### src/rtl/siganfu_fire_controller_if.sv
// siganfu_fire_controller_if: command/status bus between the fire controller and the machine gun
//   master (controller): drives target_locked, is_enemy, fire_command, firing_mode, overheat_sensor;
//                        observes gun_state, gun_fire_pulse, gun_critical
//   slave  (gun):        the mirror image
interface siganfu_fire_controller_if;
  logic       target_locked;
  logic       is_enemy;
  logic       fire_command;
  logic       firing_mode;
  logic       overheat_sensor;
  logic [2:0] gun_state;
  logic       gun_fire_pulse;
  logic       gun_critical;
  modport master (
    output target_locked, is_enemy, fire_command, firing_mode, overheat_sensor,
    input  gun_state, gun_fire_pulse, gun_critical
  );
  modport slave (
    input  target_locked, is_enemy, fire_command, firing_mode, overheat_sensor,
    output gun_state, gun_fire_pulse, gun_critical
  );
endinterface

### src/rtl/siganfu_fire_controller.sv
// siganfu_fire_controller: track qualification, IFF handshake, trigger gating and barrel heat model
//   sysclk, reboot_n (async active-low)            clock / reset
//   track_valid, iff_resp_valid, iff_resp_friend   radar and IFF transponder inputs
//   operator_trigger, operator_auto                operator console
//   gun (master modport)                           commands to / status from the gun
//   iff_req, heat_level, iff_fault, ctrl_state     status outputs
//   Optional: define SIGANFU_AMMO_CONSERVE_EN to force single-shot mode while the gun is critical.
module siganfu_fire_controller #(
  parameter int LOCK_CYCLES   = 4,
  parameter int IFF_TIMEOUT   = 16,
  parameter int HEAT_W        = 8,
  parameter int HEAT_PER_SHOT = 8,
  parameter int HEAT_MAX      = 200,
  parameter int HEAT_RESUME   = 100,
  parameter int COOL_DIV      = 4
) (
  input  logic                  sysclk,
  input  logic                  reboot_n,
  input  logic                  track_valid,
  input  logic                  iff_resp_valid,
  input  logic                  iff_resp_friend,
  input  logic                  operator_trigger,
  input  logic                  operator_auto,
  siganfu_fire_controller_if.master gun,
  output logic                  iff_req,
  output logic [HEAT_W-1:0]     heat_level,
  output logic                  iff_fault,
  output logic [2:0]            ctrl_state
);
  localparam int TW = $clog2(IFF_TIMEOUT + 1);
  localparam int CW = COOL_DIV > 1 ? $clog2(COOL_DIV) : 1;
  localparam logic [3:0]        LOCK_N    = 4'(LOCK_CYCLES);
  localparam logic [TW-1:0]     TMO       = TW'(IFF_TIMEOUT);
  localparam logic [CW-1:0]     COOL_LAST = CW'(COOL_DIV - 1);
  localparam logic [HEAT_W:0]   HEAT_ADD  = (HEAT_W+1)'(HEAT_PER_SHOT);
  localparam logic [HEAT_W-1:0] HMAX      = HEAT_W'(HEAT_MAX);
  localparam logic [HEAT_W-1:0] HRES      = HEAT_W'(HEAT_RESUME);
  typedef enum logic [2:0] {
    IDLE        = 3'b000,
    ACQUIRE     = 3'b001,
    INTERROGATE = 3'b010,
    ENGAGE      = 3'b011,
    HOLD        = 3'b100,
    ABORT       = 3'b101
  } state_t;
  state_t            state_q, state_d;
  logic [3:0]        lock_cnt_q, lock_cnt_d, lock_inc;
  logic [TW-1:0]     tmr_q, tmr_d, tmr_inc;
  logic              locked_q, locked_d;
  logic              enemy_q, enemy_d;
  logic              fire_q, fire_d;
  logic              mode_q, mode_d;
  logic              iff_req_q, iff_req_d;
  logic              fault_q, fault_d;
  logic [HEAT_W-1:0] heat_q, heat_d, heat_sat;
  logic [HEAT_W:0]   heat_sum;
  logic [CW-1:0]     cool_q, cool_d;
  logic              pulse_q, pulse_d;
  logic              ovh_q, ovh_d;
  logic              shot, decay, auto_eff;
`ifdef SIGANFU_AMMO_CONSERVE_EN
  assign auto_eff = operator_auto & ~gun.gun_critical;
`else
  logic unused_crit;
  assign unused_crit = gun.gun_critical;
  assign auto_eff    = operator_auto;
`endif
  // IDLE counts as lock_cnt=0, so the first valid cycle yields 1 and LOCK_CYCLES=1 locks at once
  assign lock_inc = (state_q == IDLE ? 4'd0 : lock_cnt_q) + 4'd1;
  assign tmr_inc  = tmr_q + TW'(1);
  always_comb begin
    state_d    = state_q;
    lock_cnt_d = lock_cnt_q;
    tmr_d      = tmr_q;
    locked_d   = locked_q;
    enemy_d    = enemy_q;
    fire_d     = fire_q;
    mode_d     = mode_q;
    iff_req_d  = 1'b0;
    fault_d    = fault_q;
    if (gun.gun_state == 3'b101) begin
      state_d    = ABORT;
      lock_cnt_d = 4'd0;
      locked_d   = 1'b0;
      enemy_d    = 1'b0;
      fire_d     = 1'b0;
    end else begin
      case (state_q)
        IDLE, ACQUIRE: begin
          if (!track_valid) begin
            state_d    = IDLE;
            lock_cnt_d = 4'd0;
          end else if (lock_inc >= LOCK_N) begin
            state_d    = INTERROGATE;
            lock_cnt_d = 4'd0;
            locked_d   = 1'b1;
            iff_req_d  = 1'b1;
            tmr_d      = '0;
          end else begin
            state_d    = ACQUIRE;
            lock_cnt_d = lock_inc;
          end
        end
        INTERROGATE: begin
          // a response on the timeout cycle wins over the timeout
          if (!track_valid) begin
            state_d  = IDLE;
            locked_d = 1'b0;
            enemy_d  = 1'b0;
            fire_d   = 1'b0;
          end else if (iff_resp_valid) begin
            state_d = iff_resp_friend ? HOLD : ENGAGE;
            enemy_d = ~iff_resp_friend;
          end else if (tmr_inc >= TMO) begin
            state_d = HOLD;
            enemy_d = 1'b0;
            fault_d = 1'b1;
          end else begin
            tmr_d = tmr_inc;
          end
        end
        ENGAGE: begin
          if (!track_valid) begin
            state_d  = IDLE;
            locked_d = 1'b0;
            enemy_d  = 1'b0;
            fire_d   = 1'b0;
          end else begin
            fire_d = operator_trigger;
            // mode is frozen for the duration of a burst
            mode_d = fire_q ? mode_q : auto_eff;
          end
        end
        HOLD: begin
          fire_d = 1'b0;
          if (!track_valid) begin
            state_d  = IDLE;
            locked_d = 1'b0;
            enemy_d  = 1'b0;
          end
        end
        ABORT: begin
          locked_d = 1'b0;
          enemy_d  = 1'b0;
          fire_d   = 1'b0;
        end
        default: state_d = IDLE;
      endcase
    end
  end
  // heat: a shot restarts the cooling interval, so decay needs COOL_DIV shot-free cycles
  assign shot     = gun.gun_fire_pulse & ~pulse_q;
  assign decay    = cool_q == COOL_LAST;
  assign heat_sum = {1'b0, heat_q} + HEAT_ADD;
  assign heat_sat = heat_sum[HEAT_W] ? '1 : heat_sum[HEAT_W-1:0];
  always_comb begin
    pulse_d = gun.gun_fire_pulse;
    heat_d  = shot ? heat_sat : (decay && heat_q != '0) ? heat_q - 1'b1 : heat_q;
    cool_d  = (shot || decay) ? '0 : cool_q + 1'b1;
    // hysteresis evaluated on the new heat so overheat and heat_level move together
    ovh_d   = heat_d >= HMAX ? 1'b1 : heat_d <= HRES ? 1'b0 : ovh_q;
  end
  always_ff @(posedge sysclk or negedge reboot_n) begin
    if (!reboot_n) begin
      state_q    <= IDLE;
      lock_cnt_q <= '0;
      tmr_q      <= '0;
      locked_q   <= 1'b0;
      enemy_q    <= 1'b0;
      fire_q     <= 1'b0;
      mode_q     <= 1'b0;
      iff_req_q  <= 1'b0;
      fault_q    <= 1'b0;
      heat_q     <= '0;
      cool_q     <= '0;
      pulse_q    <= 1'b0;
      ovh_q      <= 1'b0;
    end else begin
      state_q    <= state_d;
      lock_cnt_q <= lock_cnt_d;
      tmr_q      <= tmr_d;
      locked_q   <= locked_d;
      enemy_q    <= enemy_d;
      fire_q     <= fire_d;
      mode_q     <= mode_d;
      iff_req_q  <= iff_req_d;
      fault_q    <= fault_d;
      heat_q     <= heat_d;
      cool_q     <= cool_d;
      pulse_q    <= pulse_d;
      ovh_q      <= ovh_d;
    end
  end
  assign gun.target_locked   = locked_q;
  assign gun.is_enemy        = enemy_q;
  assign gun.fire_command    = fire_q;
  assign gun.firing_mode     = mode_q;
  assign gun.overheat_sensor = ovh_q;
  assign iff_req             = iff_req_q;
  assign heat_level          = heat_q;
  assign iff_fault           = fault_q;
  assign ctrl_state          = state_q;
endmodule

### src/flat_wrapper.sv
// flat-port wrapper written by rule: the top's interface ports become plain ports
module siganfu_fire_controller_flat 
#(
  parameter int LOCK_CYCLES   = 4,
  parameter int IFF_TIMEOUT   = 16,
  parameter int HEAT_W        = 8,
  parameter int HEAT_PER_SHOT = 8,
  parameter int HEAT_MAX      = 200,
  parameter int HEAT_RESUME   = 100,
  parameter int COOL_DIV      = 4
)
  (sysclk, reboot_n, track_valid, iff_resp_valid, iff_resp_friend, operator_trigger, operator_auto, iff_req, heat_level, iff_fault, ctrl_state, gun_target_locked, gun_is_enemy, gun_fire_command, gun_firing_mode, gun_overheat_sensor, gun_gun_state, gun_gun_fire_pulse, gun_gun_critical);
  siganfu_fire_controller_if gun_i ();
  input  logic sysclk;
  input  logic reboot_n;
  input  logic track_valid;
  input  logic iff_resp_valid;
  input  logic iff_resp_friend;
  input  logic operator_trigger;
  input  logic operator_auto;
  output logic iff_req;
  output logic [HEAT_W-1:0] heat_level;
  output logic iff_fault;
  output logic [2:0] ctrl_state;
  output wire logic [$bits(gun_i.target_locked)-1:0] gun_target_locked;
  output wire logic [$bits(gun_i.is_enemy)-1:0] gun_is_enemy;
  output wire logic [$bits(gun_i.fire_command)-1:0] gun_fire_command;
  output wire logic [$bits(gun_i.firing_mode)-1:0] gun_firing_mode;
  output wire logic [$bits(gun_i.overheat_sensor)-1:0] gun_overheat_sensor;
  input wire logic [$bits(gun_i.gun_state)-1:0] gun_gun_state;
  input wire logic [$bits(gun_i.gun_fire_pulse)-1:0] gun_gun_fire_pulse;
  input wire logic [$bits(gun_i.gun_critical)-1:0] gun_gun_critical;
  assign gun_target_locked = gun_i.target_locked;
  assign gun_is_enemy = gun_i.is_enemy;
  assign gun_fire_command = gun_i.fire_command;
  assign gun_firing_mode = gun_i.firing_mode;
  assign gun_overheat_sensor = gun_i.overheat_sensor;
  assign gun_i.gun_state = gun_gun_state;
  assign gun_i.gun_fire_pulse = gun_gun_fire_pulse;
  assign gun_i.gun_critical = gun_gun_critical;
  siganfu_fire_controller #(.LOCK_CYCLES(LOCK_CYCLES), .IFF_TIMEOUT(IFF_TIMEOUT), .HEAT_W(HEAT_W), .HEAT_PER_SHOT(HEAT_PER_SHOT), .HEAT_MAX(HEAT_MAX), .HEAT_RESUME(HEAT_RESUME), .COOL_DIV(COOL_DIV)) u_core (.sysclk(sysclk), .reboot_n(reboot_n), .track_valid(track_valid), .iff_resp_valid(iff_resp_valid), .iff_resp_friend(iff_resp_friend), .operator_trigger(operator_trigger), .operator_auto(operator_auto), .gun(gun_i), .iff_req(iff_req), .heat_level(heat_level), .iff_fault(iff_fault), .ctrl_state(ctrl_state));
endmodule
### config.mk
export PLATFORM = sky130hd
export DESIGN_NAME = siganfu_fire_controller_flat
export DESIGN_NICKNAME = d
export VERILOG_FILES = /design/src/rtl/siganfu_fire_controller_if.sv /design/src/rtl/siganfu_fire_controller.sv /design/src/flat_wrapper.sv
export SDC_FILE = /design/constraint.sdc
export NUM_CORES = 1
export LEC_CHECK = 0
export ABC_AREA = 1
export BUFFER_PORTS_ARGS = -buffer_cell sky130_fd_sc_hd__buf_4
export CORE_MARGIN = 1.5
export CORE_UTILIZATION = 57
export CTS_CLUSTER_DIAMETER = 200
export CTS_CLUSTER_SIZE = 40
export DETAILED_ROUTE_END_ITERATION = 12
export PLACE_DENSITY = 0.85
export SETUP_SLACK_MARGIN = 0.3
export SYNTH_ARGS = -nofsm -noshare
export SYNTH_HDL_FRONTEND = slang
export SYNTH_SLANG_ARGS = --single-unit
### constraint.sdc
create_clock -name sysclk -period 2.2 [get_ports sysclk]
set_input_delay 0.44 -clock sysclk [delete_from_list [all_inputs] [get_ports sysclk]]
set_output_delay 0.44 -clock sysclk [all_outputs]
set_load 0.01 [all_outputs]
==> out/results.tsv <==
metric	value	unit
p_comb_frac	0.497	
die_y	62.14	um
critPathMaxStageDelay	0.45	ns
cts_buffers	5	
crit_chain	nor2_2 -> nand2_1 -> inv_1 -> nor2_1 -> ha_2 -> xor2_2 -> nand2_1 -> nand3_1 -> a21oi_1 -> or2_1	
pwr-share-clk	0.160	
crit_top_cell	nand2_1	
muxShareOfSynthArea	0.005650	
synth_compound_area_frac	0.06403	
fin_skew	0.009161	ns
worstPathRequired	2.42	ns
row_count	21	
cts.clk_slew.worst_paths	0.10	ns
reg2regPathDepth	10	
final.fill_count	278	
core	3337	um2
path_buf_inv	1	
regToRegStartpoint	u_core.ctrl_state[1]$_DFFE_PN0P_	
routed_wire_length_per_instance	11.77	um
synth_area_leader_cell	dfrtp_1	
cts.path.max_buffers	2	
via_count	1765	
port_buffers	28	
grt_usage	0.2223	
cpLargestDelayFamily	simple AND/OR/NAND/NOR gates	
setup_viol	0	
total_power	2709	uW
ys_types	36	
syn_area	1993	um2
synth.top_cell.area_share	0.3766	
die_width	62.14	um
worstPathArrival	2.04	ns
p_switching	1200	uW
max_freq	0.5523	GHz
syn_nets	280	
vdd.ir_drop.worst	585.0	uV
powerDensity	1137	nW/um2
drtIter0Drc	64	
worstReg2RegEnd	u_core.ctrl_state[1]$_DFFE_PN0P_	
layout_min_cycle_time	1.811	ns
synth_top_family_by_area	simple AND/OR/NAND/NOR gates	
pin_count	30	
grt_pass1_wl	6.748	mm
critical_path.slowest_cell	dfrtp_2	
max-slew-margin-rel	0.7157	
ys_ff_latch	30	
cellLeakagePower	0.001274	uW
rsz0062_at_grt	false	
die_area	3861	um2
outcome	finished clean	
yosys.area_share.simple	0.3923	
tightest_slew	0.4248	ns
hpwlAfterDp	3.039	mm
grt_overflow_total	0	
synthAdderAreaFrac	0.04394	
synth_cells	261	
grt_max_degree	31	
cts.sinks	30	
final_common_cell	nand2_1	
routabilityCongestion	0.8693	
h-tree-depth	2	
avgSynthCellArea	7.637	um2
cts.hold.buffers_added	0	
wl	4.073	mm
end_kind	register	
drive_above_1_share	0.3000	
grt_pass1_vias	1632	
hold_slack	0.006838	ns
clk_latency	0.34	ns
ys_seq_area_frac	0.3766	
antenna_cells	0	
r2r_slack	0.39	ns
drc	0	
final_core_util	0.7143	
p_sw_frac	0.4431	
synthXorXnorAreaFrac	0.03515	
maxCapViolCount	0	
fin_crit_sh	0.8230	
p_seq_frac	0.344	
final_antenna_net_count	0	
root_buffer	clkbuf_4	
routed_via_density	5.101	
final_nets	318	
final_hold_viol_count	0	
crit_path_max_fanout	5	
critical_path_class	reg -> reg	
synth.area.top_cells	dfrtp_1, nand2_1, inv_1, nand3_1, nor2_1	
cts_tree	done	
slew_viol_final	0	
antenna_found_initial	0	
startpoint_type	register	
setup-tns-final	0	ns
layout_common_cells	nand2_1, buf_4, inv_1	
hold_class	in -> async	
area_growth	19.59	%
drtPass1Iterations	4	
initial_utilization	0.5973	
p_int	1509	uW
yosysWarnings	0	
final cells by class:
cell class              count  area, um2  area share
clock buffers               5      37.54     0.01575
clock inverters             3      40.04     0.01680
inverters                  37      138.9     0.05827
multi-input cells         192       1106      0.4640
flip-flops and latches     30      755.7      0.3171
well taps                  46      57.56     0.02415
repair buffers             33      247.7      0.1039
synth_stat cells:
| cell | n |
|---|---|
| a21oi_1 | 5 |
| nor2_4 | 4 |
| nand2_2 | 9 |
| inv_2 | 6 |
| xnor2_1 | 1 |
| nand4_1 | 3 |
| nor3_2 | 1 |
| inv_1 | 31 |
| a32o_1 | 1 |
| o21ai_0 | 3 |
| a31oi_1 | 1 |
| a211oi_1 | 2 |
| xor2_1 | 7 |
| mux2_2 | 1 |
| or2_1 | 1 |
| o21ai_2 | 1 |
| ha_1 | 7 |
| clkbuf_8 | 1 |
| buf_6 | 1 |
| o21a_1 | 1 |
| o22ai_1 | 2 |
| nand3_2 | 1 |
| nor2_1 | 25 |
| nor2_2 | 6 |
| nor2_8 | 1 |
| or2_2 | 2 |
| nand2_4 | 5 |
| a21o_1 | 1 |
| nor3_1 | 3 |
| nor3b_1 | 1 |
| nor3_4 | 1 |
| o21ai_1 | 4 |
| dfrtp_1 | 30 |
| nand3b_1 | 1 |
| nand2_1 | 69 |
| nand3_1 | 22 |
what timing repair did:
item                       CTS  global route
resized for setup            0            12
setup endpoints to repair    0             9
buffers inserted             0             4
state kept, by name, summed over array words and instances (netlist names), 2 cells and up:
| register | count |
|---|---|
| u_core.lock_cnt_q | 4 |
| u_core.ctrl_state | 3 |
| u_core.tmr_q | 5 |
| u_core.heat_level | 8 |
| u_core.cool_q | 2 |
stage by stage:
stage          area (um2)  setup WS (ns)  cells
2_1_floorplan        1993         0.4753    261
3_3_place_gp         2243         0.3773    334
3_5_place_dp         2243         0.3210    334
4_1_cts              2321         0.3068    342
5_1_grt              2384         0.2590    346
6_report             2384         0.3893    346
power groups by stage:
stage | Combinational [uW] | Sequential [uW] | Clock, uW
floorplan | 895 | 929 | 0
global placement | 1240 | 923 | 0
detailed placement | 1280 | 932 | 0
CTS | 1280 | 922 | 446
global route | 1520 | 957 | 472
finish | 1350 | 931 | 433
kinds of logic (layout without fill, tap and decap cells):
| family | count (synthesis) | after routing |
|---|---|---|
| XOR/XNOR | 8 | 8 |
| AO/OA/AOI/OAI | 21 | 21 |
| flip-flops | 30 | 30 |
| adder cells (fa/ha/maj) | 7 | 7 |
| multiplexers | 1 | 1 |
| AND/OR/NAND/NOR | 155 | 155 |
| buffers and inverters | 39 | 78 |
how the worst max path moves through the flow:
| stage | depth (start not counted) | startpoint | endpoint |
|---|---|---|---|
| finish | 10 | u_core.ctrl_state[1]$_DFFE_PN0P_ | u_core.ctrl_state[1]$_DFFE_PN0P_ |
| floorplan | 10 | u_core.ctrl_state[1]$_DFFE_PN0P_ | u_core.ctrl_state[1]$_DFFE_PN0P_ |
| CTS | 12 | u_core.ctrl_state[1]$_DFFE_PN0P_ | u_core.tmr_q[2]$_DFFE_PN0P_ |
| global route | 10 | u_core.ctrl_state[1]$_DFFE_PN0P_ | u_core.ctrl_state[1]$_DFFE_PN0P_ |
| detailed placement | 12 | u_core.ctrl_state[1]$_DFFE_PN0P_ | u_core.tmr_q[2]$_DFFE_PN0P_ |
| global placement | 12 | u_core.ctrl_state[1]$_DFFE_PN0P_ | u_core.tmr_q[2]$_DFFE_PN0P_ |
layer usage:
layer / vias to the layer above / track usage / part of all wire
met5: - / 0 / 0
met4: 0 / 0.1306 / 0.026
met3: 12 / 0.06159 / 0.045
met2: 51 / 0.3709 / 0.50
met1: 803 / 0.2560 / 0.42
li1: 899 / - / -
(Power assumes the default switching activity.)
